**src/rtl/fp_gp_share_arbiter.sv**
```systemverilog
`default_nettype none
// ============================================================================
//  Module   : fp_gp_share_arbiter
//  Purpose  : Shares one in-order fp-to-gp conversion/compare/classify unit
//             between the FP issue path (requester 0) and the integer-side
//             FMV/compare path (requester 1). Issue uses round-robin
//             arbitration. An owner FIFO records the grant order so that each
//             in-order result goes back to the requester that issued it.
//  Options  : FP_GP_ARB_STALL_CNT_EN adds a saturating 16-bit stall counter.
//  Revision : 1.0 - initial release
// ============================================================================
module fp_gp_share_arbiter #(
   parameter int OWNER_DEPTH = 4,
   parameter int ID_W        = 3,
   parameter int OP_W        = 3
) (
   input  logic              clk,
   input  logic              rst,
   input  logic [1:0]        req_valid,
   output logic [1:0]        req_ready,
   input  logic [2*OP_W-1:0] req_op,
   input  logic [63:0]       req_rs1,
   input  logic [63:0]       req_rs2,
   input  logic [2*ID_W-1:0] req_id,
   output logic              unit_new_request,
   input  logic              unit_ready,
   output logic [OP_W-1:0]   unit_op,
   output logic [31:0]       unit_rs1,
   output logic [31:0]       unit_rs2,
   output logic [ID_W-1:0]   unit_id,
   input  logic              unit_done,
   input  logic [31:0]       unit_rd,
   input  logic [ID_W-1:0]   unit_wb_id,
   output logic              unit_ack,
   output logic [1:0]        rsp_valid,
   input  logic [1:0]        rsp_ready,
   output logic [31:0]       rsp_data,
   output logic [ID_W-1:0]   rsp_id,
   output logic              owner_err
`ifdef FP_GP_ARB_STALL_CNT_EN
   ,
   output logic [15:0]       stall_cnt
`endif
);

   localparam int PTR_W = (OWNER_DEPTH > 1) ? $clog2(OWNER_DEPTH) : 1;
   localparam int CNT_W = $clog2(OWNER_DEPTH + 1);
   localparam logic [CNT_W-1:0] C_FULL_CNT = CNT_W'(OWNER_DEPTH);

   logic [OWNER_DEPTH-1:0] owner_q;
   logic [PTR_W-1:0]       wr_ptr_q, rd_ptr_q;
   logic [CNT_W-1:0]       count_q, count_d;
   logic                   rr_q;
   logic                   err_q;

   logic can_issue;
   logic grant;
   logic grant_idx;
   logic fifo_empty;
   logic head;
   logic push;
   logic pop;

   // Full test uses the registered count: a same-cycle pop never frees a slot.
   assign fifo_empty = (count_q == '0);
   assign can_issue  = unit_ready && (count_q != C_FULL_CNT);
   assign head       = owner_q[rd_ptr_q];

   // Round-robin pick: requester at the pointer wins, else the other one.
   always_comb begin
      grant_idx = req_valid[rr_q] ? rr_q : ~rr_q;
      grant     = can_issue && (req_valid != 2'b00);
   end

   // Issue-side mux and per-requester accept.
   always_comb begin
      req_ready            = 2'b00;
      req_ready[grant_idx] = grant;
      unit_new_request     = grant;
      unit_op  = grant_idx ? req_op[OP_W +: OP_W]  : req_op[0 +: OP_W];
      unit_rs1 = grant_idx ? req_rs1[32 +: 32]     : req_rs1[0 +: 32];
      unit_rs2 = grant_idx ? req_rs2[32 +: 32]     : req_rs2[0 +: 32];
      unit_id  = grant_idx ? req_id[ID_W +: ID_W]  : req_id[0 +: ID_W];
   end

   // Result steering to the FIFO-head owner with no added latency.
   always_comb begin
      rsp_valid       = 2'b00;
      rsp_valid[head] = unit_done && !fifo_empty;
      unit_ack        = unit_done && !fifo_empty && rsp_ready[head];
      rsp_data        = unit_rd;
      rsp_id          = unit_wb_id;
   end

   assign push      = grant;
   assign pop       = unit_ack;
   assign owner_err = err_q;

   // Occupancy follows push/pop; simultaneous push and pop cancel out.
   always_comb begin
      count_d = count_q;
      case ({push, pop})
         2'b10:   count_d = count_q + CNT_W'(1);
         2'b01:   count_d = count_q - CNT_W'(1);
         default: count_d = count_q;
      endcase
   end

   // Owner FIFO, round-robin pointer and sticky protocol-error flag.
   always_ff @(posedge clk) begin
      if (!rst) begin
         owner_q  <= '0;
         wr_ptr_q <= '0;
         rd_ptr_q <= '0;
         count_q  <= '0;
         rr_q     <= 1'b0;
         err_q    <= 1'b0;
      end else begin
         count_q <= count_d;
         if (push) begin
            owner_q[wr_ptr_q] <= grant_idx;
            wr_ptr_q          <= wr_ptr_q + PTR_W'(1);
            rr_q              <= ~grant_idx;
         end
         if (pop) begin
            rd_ptr_q <= rd_ptr_q + PTR_W'(1);
         end
         if (unit_done && fifo_empty) begin
            err_q <= 1'b1;
         end
      end
   end

`ifdef FP_GP_ARB_STALL_CNT_EN
   logic [15:0] stall_q;

   // Count cycles where someone wants to issue but the unit path is blocked.
   always_ff @(posedge clk) begin
      if (!rst) begin
         stall_q <= '0;
      end else if ((req_valid != 2'b00) && !can_issue && (stall_q != 16'hFFFF)) begin
         stall_q <= stall_q + 16'd1;
      end
   end

   assign stall_cnt = stall_q;
`endif

endmodule
`default_nettype wire
```
**config.mk**
```make
export PLATFORM = sky130hd
export DESIGN_NAME = fp_gp_share_arbiter
export DESIGN_NICKNAME = d
export VERILOG_FILES = /design/src/rtl/fp_gp_share_arbiter.sv
export SDC_FILE = /design/constraint.sdc
export NUM_CORES = 1
export LEC_CHECK = 0
export ABC_AREA = 1
export CAP_MARGIN = 20
export CELL_PAD_IN_SITES_DETAIL_PLACEMENT = 0
export CELL_PAD_IN_SITES_GLOBAL_PLACEMENT = 1
export CORE_MARGIN = 10
export CORE_UTILIZATION = 12
export CTS_CLUSTER_SIZE = 25
export DETAILED_ROUTE_END_ITERATION = 6
export GPL_ROUTABILITY_DRIVEN = 0
export PLACE_DENSITY = 0.84
export SYNTH_ARGS = -nofsm -noshare
export SYNTH_HDL_FRONTEND = slang
export SYNTH_SLANG_ARGS = --single-unit
```
**constraint.sdc**
```tcl
create_clock -name clk -period 2.6 [get_ports clk]
set_clock_uncertainty 0.2 [all_clocks]
set_input_delay 0.65 -clock clk [delete_from_list [all_inputs] [get_ports clk]]
set_output_delay 0.65 -clock clk [all_outputs]
set_load 0.05 [all_outputs]
```
# After elaboration in Yosys (flattened, before gate mapping)
# Index checks and enable logic that the tools add are counted.
# word_totals
output_inout_bits	112
ff_bits	13
elab_cells	56
in_bits	183
# op_classes
reduce_logical	12
magnitude_cmp	8
bitwise_logic	4
mux	19
n_addsub	4
eq_ne	3
# ops
cell	count
32-bit two-way mux	2
1-bit two-way mux	9
1-bit logical AND	8
1-bit by 2-bit less-than comparator with 1-bit output (second input constant)	3
2-bit by 3-bit less-than comparator with 1-bit output (second input constant)	2
3-bit two-way mux	2
3-bit one-hot mux with 2 select lines	1
2-bit by 1-bit adder with 2-bit output (second input constant)	2
2-bit bitwise AND	2
4-bit bitwise mux	1
2-bit nonzero test	2
3-bit by 1-bit adder with 3-bit output (second input constant)	1
3-bit zero test	1
3-bit inequality test (second input constant)	1
3-bit by 1-bit subtractor with 3-bit output (second input constant)	1
1-bit binary-select mux with 2-bit select	1
1-bit demux with 1-bit select	2
1-bit demux with 2-bit select	1
2-bit by 1-bit equality test with 1-bit output (second input constant)	1
2-bit equality test (second input constant)	1
1-bit >= comparator (second input constant)	2
2-bit by 1-bit >= comparator with 1-bit output (second input constant)	1
1-bit NOT	2
1-bit zero test	1

# Longest topological paths before layout
# Gate-level depths: netlist (run 1).
# logic_depth
ltp_word	8
mapped_depth	14
ltp_nobuf	14

# Least setup slack after synthesis (run 1)
# Ideal clock, no wire load.
# synth_path
path_type	in2reg
startpoint	in unit_done
endpoint	reg count_q[2]
setup_ns	0.122
arrival_ns	2.264
cell_stages	10
slack_ns	0.014
path_cell_list	a21boi_2 -> nand3_2 -> nand2_2 -> ha_1 -> inv_1 -> fa_1 -> a21oi_1 -> o21ai_0 -> o21ai_0 -> a21oi_1
# synth_via
elab_chain_cells	4
word_cells_on_any_way	6
cone_classes	eq/ne (2); mux (1); reduce/logical (3)
# synth_rtl
item	line_no	text
start: declaration	31	input logic unit_done,
1-bit logical AND * (2 in series)	90	unit_ack = unit_done && !fifo_empty && rsp_ready[head];
net unit_ack	34	output logic unit_ack,
2-bit by 1-bit equality test with 1-bit output / 2-bit equality test (equally long branches)	102	case ({push, pop})
3-bit one-hot mux with 2 select lines / 2-bit nonzero test (equally long branches)	--	
end signal: assignment	119	count_q <= count_d;
end: declaration	52	logic [CNT_W-1:0] count_q, count_d;
# Mark *: on every way through the listed nets, which the timed path passes. The rest lies on a longest branch.
# A chain may end at the register's enable or synchronous reset.

# Worst setup path after layout (run 1)
# layout_path
startpoint	in req_valid[0]
endpoint	out unit_rs1[18]
# layout_via
elab_chain_cells	4
# layout_rtl
item	line_no	text
start: declaration	19	input logic [1:0] req_valid,
1-bit two-way mux (not written as such) (2 in series)	71	grant_idx = req_valid[rr_q] ? rr_q : ~rr_q;
1-bit two-way mux	71	
32-bit two-way mux	81	unit_rs1 = grant_idx ? req_rs1[32 +: 32] : req_rs1[0 +: 32];
end: declaration	28	output logic [31:0] unit_rs1,
# Every way passes these cells. The select of a mux whose other input is x is not followed.

==> results of run 1 <==
[layout by cell type, fill, tap and decap left out, drive strengths merged, types with 7 or more instances in the layout]
master         netlist  layout
buf                 49     121
nor2                 9       9
inv                 14      14
clkdlybuf4s50        0     144
dfxtp               13      13
a21oi               12      12
nand3                8       8
nand2              241     241
o21ai                7       7
[what timing repair did]
item / CTS / global route
gates resized for setup: 313 / 118
pin swaps: 68 / 28
setup buffers: 21 / 1
endpoints found under the setup margin: 77 / 72
gates cloned: 20 / 1
[where the power goes]
part           total (mW)  switching [mW]  leakage (nW)  internal, mW
sequential          0.243          0.0202         0.107         0.223
combinational        2.64            1.36          3.22          1.29
clock               0.295          0.0883        0.0382         0.207
[logic make-up after synthesis]
kind of cell / Yosys count
simple gates: 259
flops: 13
compound gates: 21
fa+ha+maj: 6
buf+inv: 63
xor+xnor: 1
[worst min-delay path by stage]
stage	startpoint	endpoint	slack (ns)	cells after the start
3_5_place_dp	owner_q[1]$_SDFFE_PN0P_	owner_q[1]$_SDFFE_PN0P_	0.26	2
3_3_place_gp	owner_q[2]$_SDFFE_PN0P_	owner_q[2]$_SDFFE_PN0P_	0.25	2
5_1_grt	owner_q[1]$_SDFFE_PN0P_	owner_q[1]$_SDFFE_PN0P_	0.29	2
6_report	owner_q[1]$_SDFFE_PN0P_	owner_q[1]$_SDFFE_PN0P_	0.27	2
4_1_cts	owner_q[1]$_SDFFE_PN0P_	owner_q[1]$_SDFFE_PN0P_	0.27	2
2_1_floorplan	owner_q[0]$_SDFFE_PN0P_	owner_q[0]$_SDFFE_PN0P_	0.24	2
[cell usage after synthesis (all sizes together)]
cell type  instances  area, µm²
xor2               1      8.760
nand3              8      60.06
a21boi             1      11.26
o21ai              7      35.03
dfxtp             13      260.3
or2                1      6.260
ha                 5      62.56
nand2            241      924.6
fa                 1      20.02
inv               14      55.05
buf               49      332.8
nor2               9      52.56
o21a               1      7.510
a21oi             12      60.06
[flip-flops by register name (all words and copies together), names as in the netlist]
signal and cells:
owner_err 1, wr_ptr_q 2, count_q 3, rr_q 1, owner_q 4, rd_ptr_q 2
[layer usage]
metal	GRT usage [%]	vias to the layer above	wire length, µm
met5	0	-	0
met3	4.564	23	1443
met4	3.640	0	345
li1	-	1531	-
met1	15.28	1473	6110
met2	23.16	169	7810
[cell type report]
cell class	instances	area [µm²]	area share [%]
clock buffer	4	78.83	1.098
timing repair buffer	269	3855	53.69
timing repair inverter	1	20.02	0.2788
tap	211	264.0	3.677
sequential	13	260.3	3.625
multi-input combinational	287	2623	36.53
inverter	14	78.83	1.098
[worst max-delay path, stage by stage]
cell and delay [ns]:
buf_6 0.09, or2_4 0.24, nand2_4 0.10, buf_12 0.14, buf_12 0.12, inv_16 0.05, clkbuf_16 0.17, nand2_4 0.07
nand2_4 0.05, buf_12 0.14
[per-stage QoR]
stage	TNS, ns	total power [mW]
CTS	-4.490	3.111
detailed placement	-19.84	2.118
global placement	-18.06	2.114
global route	-5.061	3.310
floorplan	0	1.225
finish	-2.611	3.183
==> PnR_summary.wiki, run 1 <==
{| class="wikitable"
! Metric !! Value
|-
| All-layer global routing usage || between 10% and 20%
|-
| Number of placed I/O pins || just under 300
|-
| Buffer levels on the longest clock path || 2
|-
| Adder-cell area share of the yosys netlist || around 4.4%
|-
| Highest clock frequency the design can meet || 369.3 MHz
|-
| Status || finished, violations left
|-
| Hold Crit Class || reg2reg
|-
| Dpl cells || roughly 760
|-
| Placed inst area || between 4000 and 5000 µm²
|-
| Number of clock buffers inserted by TritonCTS || 3
|-
| Setup slack on the worst flop-to-flop path || about 0.27 ns
|-
| Leakage || roughly 3.4 nW
|-
| Seq cells post-synth || 13
|-
| Final Setup Violations || 60
|-
| Number of pins exceeding their max-slew limit in the final report || 0
|-
| Vias per cell || roughly 4.0
|-
| Period Utilization, post-route || 104.2%
|-
| Basic-gate share of the synthesized area counting and, or, nand and nor cells || between 50 and 60%
|-
| Worst Slack Setup Final || -0.1079 ns
|-
| Total non-filler cell area in the finished layout || just over 7000 µm²
|-
| Post-layout minimum cycle time || roughly 2.7 ns
|-
| CTS sink count || 13
|-
| Area of the die || 21240 µm²
|-
| Growth of design area from synthesis to finish || 278.5%
|-
| Core region area || around 15000 µm²
|-
| Pwr/cell area || around 440 nW/µm²
|-
| Clock edge transition at the registers on the reported setup and hold paths || 0.04 ns
|-
| Post-DP HPWL || between 9000 and 10000 µm
|-
| Initial standard-cell utilization of the core || approximately 12%
|-
| DRC violation total after the first TritonRoute iteration || 123
|-
| Utilization after layout || ~47%
|-
| Maximum number of pins on one net before global-route repair || 11
|-
| First-pass DRT Iterations || 4
|-
| Final layout net count || 778
|-
| Die height || ~150 µm
|-
| Syn Inst Count || around 360
|-
| Summed instance area of the synthesized netlist || approximately 1900 µm²
|-
| Startpoint type of the worst setup path || input pin
|-
| Launch point of the critical path || req_valid[0]
|-
| Seq/Total Area, Yosys || 13.72%
|-
| Syn Nets || roughly 550
|-
| Multiplexer share of the synthesized area || 0%
|-
| Combinational family with the most area after synthesis || simple AND/OR/NAND/NOR gates
|-
| Worst skew pair latency || approximately 0.24 ns
|-
| Number of hold violations in the final report || 0
|-
| Count of antenna-violating nets left after detailed routing || 0
|-
| Number of fillers in the final layout || 1377
|-
| Worst Setup End Kind || output pin
|-
| Synth unique cells || 22
|-
| Peak VDD IR || 0.2369 mV
|-
| Gr ovfl total || 0
|-
| Max_slew headroom || 65.06%
|-
| Worst reg2reg path endpoint || count_q[2]$_SDFFE_PN0P_
|-
| Critical Path End || unit_rs1[18]
|-
| Yosys warns || 0
|-
| DRC viols || 0
|-
| Unrepaired setup endpoints after global routing || true
|-
| Final wirelength || around 16000 µm
|-
| Max-Cap Viols || 0
|-
| Post-Synthesis Mean Instance Area || 5.225 µm²
|-
| Die span in x || 145.7 µm
|-
| Share of layout cells above drive strength 1 || ~58%
|-
| Violated checks || negative setup slack
|-
| Root buffer cell || clkbuf_16
|-
| Wire length of the first global-routing pass || roughly 22000 µm
|-
| Overall via count from detail_route || approximately 3200
|-
| Final routed wire length divided by cell count || around 20 µm
|-
| Number of cell instances on the worst register-to-register path || 13
|-
| Final standard cell count with taps included and fillers excluded || 799
|-
| Number of global-route vias before repair || 3578
|-
| Required time worst endpoint || ~1.8 ns
|-
| Source of the worst register-to-register timing path || rd_ptr_q[0]$_SDFFE_PN0P_
|-
| Signal arrival time at the worst endpoint || 1.86 ns
|-
| Peak fanout along the critical path || 6
|-
| Antenna violations before repair || 0
|-
| Xor/xnor share of the synthesized area || less than 1%
|-
| Inserted Diodes || 0
|-
| Pre-CTS setup slack || -0.4062 ns
|-
| Worst Path Class, Setup || in2out
|-
| TritonCTS clock tree || yes
|-
| Cts hold-fix bufs || 0
|-
| CTS H-tree depth || 1
|-
| Quantity of I/O buffers inserted on ports || approximately 220
|-
| Slew at the pin closest to its max-slew limit || 0.5224 ns
|-
| Min Hold Slack || 0.2679 ns
|-
| Rows || 45
|-
| Area fraction in compound gates after synthesis || under 10%
|}
(Power assumes the default switching activity.)
==> run 2: changes to the inputs <==
REMOVE_ABC_BUFFERS = 1   (was unset)
==> PnR_summary.wiki, run 2 (synthesis results as in run 1) <==
{| class="wikitable"
! Metric !! Value
|-
| Status || completed (was finished, violations left)
|-
| Share of layout cells above drive strength 1 || 27.07% (was 57.99%)
|-
| Max-Cap Viols || 0 (unchanged)
|-
| Rows || 45 (unchanged)
|-
| Max_slew headroom || 66.79% (was 65.06%)
|-
| Die height || 145.7 µm (unchanged)
|-
| Leakage || 2.551 nW (was 3.363 nW)
|-
| Commonest cells after routing, fill and taps aside || 213 x nand2_1, 144 x clkdlybuf4s50_1, 80 x buf_12 (was 171 x nand2_4, 144 x clkdlybuf4s50_1, 91 x buf_12)
|-
| TritonCTS clock tree || yes (unchanged)
|-
| Cells on Worst Hold Path || 2 (unchanged)
|-
| Peak VDD IR || 0.1903 mV (was 0.2369 mV)
|-
| Number of fillers in the final layout || 1551 (was 1377)
|-
| Flip-flop count of the largest register, all copies and words added || 4 (unchanged)
|-
| Worst skew pair latency || 0.24 ns (about the same)
|-
| First-pass DRT Iterations || 4 (unchanged)
|-
| Wire length of the first global-routing pass || 19180 µm (was 22270 µm)
|-
| Source of the worst register-to-register timing path || rd_ptr_q[0]$_SDFFE_PN0P_ (unchanged)
|-
| Die span in x || 145.7 µm (unchanged)
|-
| Peak fanout along the critical path || 6 (unchanged)
|-
| Hold Crit Class || reg2reg (unchanged)
|-
| Signal arrival time at the worst endpoint || 1.72 ns (was 1.86 ns)
|-
| Quantity of I/O buffers inserted on ports || 224 (unchanged)
|-
| Utilization after layout || 35.45% (was 46.71%)
|-
| Worst Hold End || owner_err$_SDFFE_PN0P_ (was owner_q[1]$_SDFFE_PN0P_)
|-
| Final layout net count || 770 (was 778)
|-
| Inserted Diodes || 0 (unchanged)
|-
| Number of placed I/O pins || 295 (unchanged)
|-
| Dpl cells || 768 (was 761)
|-
| Number of global-route vias before repair || 2960 (was 3578)
|-
| Unrepaired setup endpoints after global routing || true (unchanged)
|-
| Maximum number of pins on one net before global-route repair || 28 (was 11)
|-
| Root buffer cell || clkbuf_16 (unchanged)
|-
| Top register by number of flip-flops || owner_q (unchanged)
|-
| Worst Path Class, Setup || in2out (unchanged)
|-
| Sequential Area || 260.3 µm² (unchanged)
|-
| Period Utilization, post-route || 98.88% (was 104.2%)
|-
| CTS sink count || 13 (unchanged)
|-
| Count of antenna-violating nets left after detailed routing || 0 (unchanged)
|-
| Clock edge transition at the registers on the reported setup and hold paths || 0.04 ns (about the same)
|-
| Growth of design area from synthesis to finish || 187.3% (was 278.5%)
|-
| Slew at the pin closest to its max-slew limit || 0.4966 ns (was 0.5224 ns)
|-
| DRC violation total after the first TritonRoute iteration || 102 (was 123)
|-
| Most common cell after layout, fill and taps aside || nand2_1 (was nand2_4)
|-
| Initial standard-cell utilization of the core || 12.34% (unchanged)
|-
| Antenna violations before repair || 0 (unchanged)
|-
| Core region area || 15370 µm² (unchanged)
|-
| Buffer levels on the longest clock path || 2 (unchanged)
|-
| Highest clock frequency the design can meet || 389.0 MHz (was 369.3 MHz)
|-
| Setup slack on the worst flop-to-flop path || 0.29 ns (was 0.27 ns)
|-
| All-layer global routing usage || 11.45% (was 13.39%)
|-
| Gr ovfl total || 0 (unchanged)
|-
| Number of clock buffers inserted by TritonCTS || 3 (unchanged)
|-
| Worst reg2reg path endpoint || count_q[2]$_SDFFE_PN0P_ (unchanged)
|-
| Worst hold path startpoint || owner_err$_SDFFE_PN0P_ (was owner_q[1]$_SDFFE_PN0P_)
|-
| Final standard cell count with taps included and fillers excluded || 791 (was 799)
|-
| Number of hold violations in the final report || 0 (unchanged)
|-
| DRC viols || 0 (unchanged)
|-
| CTS H-tree depth || 1 (unchanged)
|-
| Worst Setup End Kind || output pin (unchanged)
|-
| Required time worst endpoint || 1.75 ns (about the same)
|-
| Post-layout minimum cycle time || 2.571 ns (was 2.708 ns)
|-
| Area of the multi-input gates || 1361 µm² (was 2623 µm²)
|-
| Final wirelength || 13000 µm (was 15710 µm)
|-
| Area of the die || 21240 µm² (unchanged)
|-
| Overall via count from detail_route || 2904 (was 3196)
|-
| Post-DP HPWL || 10680 µm (was 9349 µm)
|-
| Pwr/cell area || 467.2 nW/µm² (was 443.4 nW/µm²)
|-
| Number of pins exceeding their max-slew limit in the final report || 0 (unchanged)
|-
| Final routed wire length divided by cell count || 16.43 µm (was 19.66 µm)
|-
| Largest registers ranked by flip-flop count || owner_q (4), count_q (3) (unchanged)
|-
| Startpoint type of the worst setup path || input pin (unchanged)
|-
| Number of cell instances on the worst register-to-register path || 13 (unchanged)
|-
| Final Setup Violations || 0 (was 60)
|-
| Vias per cell || 3.671 (was 4.000)
|}
[run 2: cell types whose count changed in the layout (fill, tap and decap cells not counted), sizes merged]
cell    before  now
clkinv       1    0
clkbuf       5    4
bufbuf       0    1
buf        121  114
[run 2: report_power, final]
part	internal, mW	switching (mW)	total, mW
combinational	0.988	1.03	2.01
clock	0.207	0.0822	0.289
sequential	0.223	0.0194	0.242
[run 2: layout make-up]
| cell class | count | area share, % |
|---|---|---|
| repair buffers | 262 | 62.85 |
| multi-input cells | 287 | 24.98 |
| well taps | 211 | 4.845 |
| flip-flops and latches | 13 | 4.776 |
| clock buffers | 4 | 1.447 |
| inverters | 14 | 1.102 |
[run 2: timing repair]
item                       in CTS  in global routing
gates resized for setup        43                 13
gates cloned                    3                  0
setup buffers                  16                  1
pin swaps                      12                  2
hold buffers                    0                  0
setup endpoints to repair      77                 56
[run 2: per-stage QoR]
step	hold slack, ns	TNS (ns)	power, mW	setup slack [ns]	instance area (µm²)
after global placement	0.2409	-20.69	2.130	-0.3673	5011
after CTS	0.2511	0	2.566	0.002077	5433
after global routing	0.2641	-0.01822	2.666	-0.01280	5449
final	0.2510	0	2.546	0.02922	5449
after detailed placement	0.2443	-22.24	2.136	-0.3758	5011
after floorplan	0.2389	-19.66	1.062	-0.2770	1564
[run 2: worst max-delay path by stage]
stage            startpoint      endpoint  cells after the start
6_report       req_valid[0]    unit_id[2]                      9
5_1_grt        req_valid[1]    unit_id[2]                      9
4_1_cts        req_valid[0]    unit_op[0]                      7
3_5_place_dp   req_valid[0]  unit_rs2[14]                      8
3_3_place_gp   req_valid[0]    unit_op[2]                      7
2_1_floorplan  req_valid[0]    unit_id[0]                      5
[run 2: metal layers]
metal	GRT usage, %	vias up	wire length, µm
met5	0	-	0
met4	1.365	0	56
met3	5.371	4	1495
met2	19.63	140	6526
met1	12.97	1265	4921
li1	-	1495	-
[run 2: critical path, stage by stage]
cell and delay (ns):
buf_6 0.09, or2_4 0.24, nand2_8 0.11, inv_8 0.06
buf_6 0.13, buf_12 0.13, nand2_1 0.05, nand2_1 0.08
buf_12 0.15
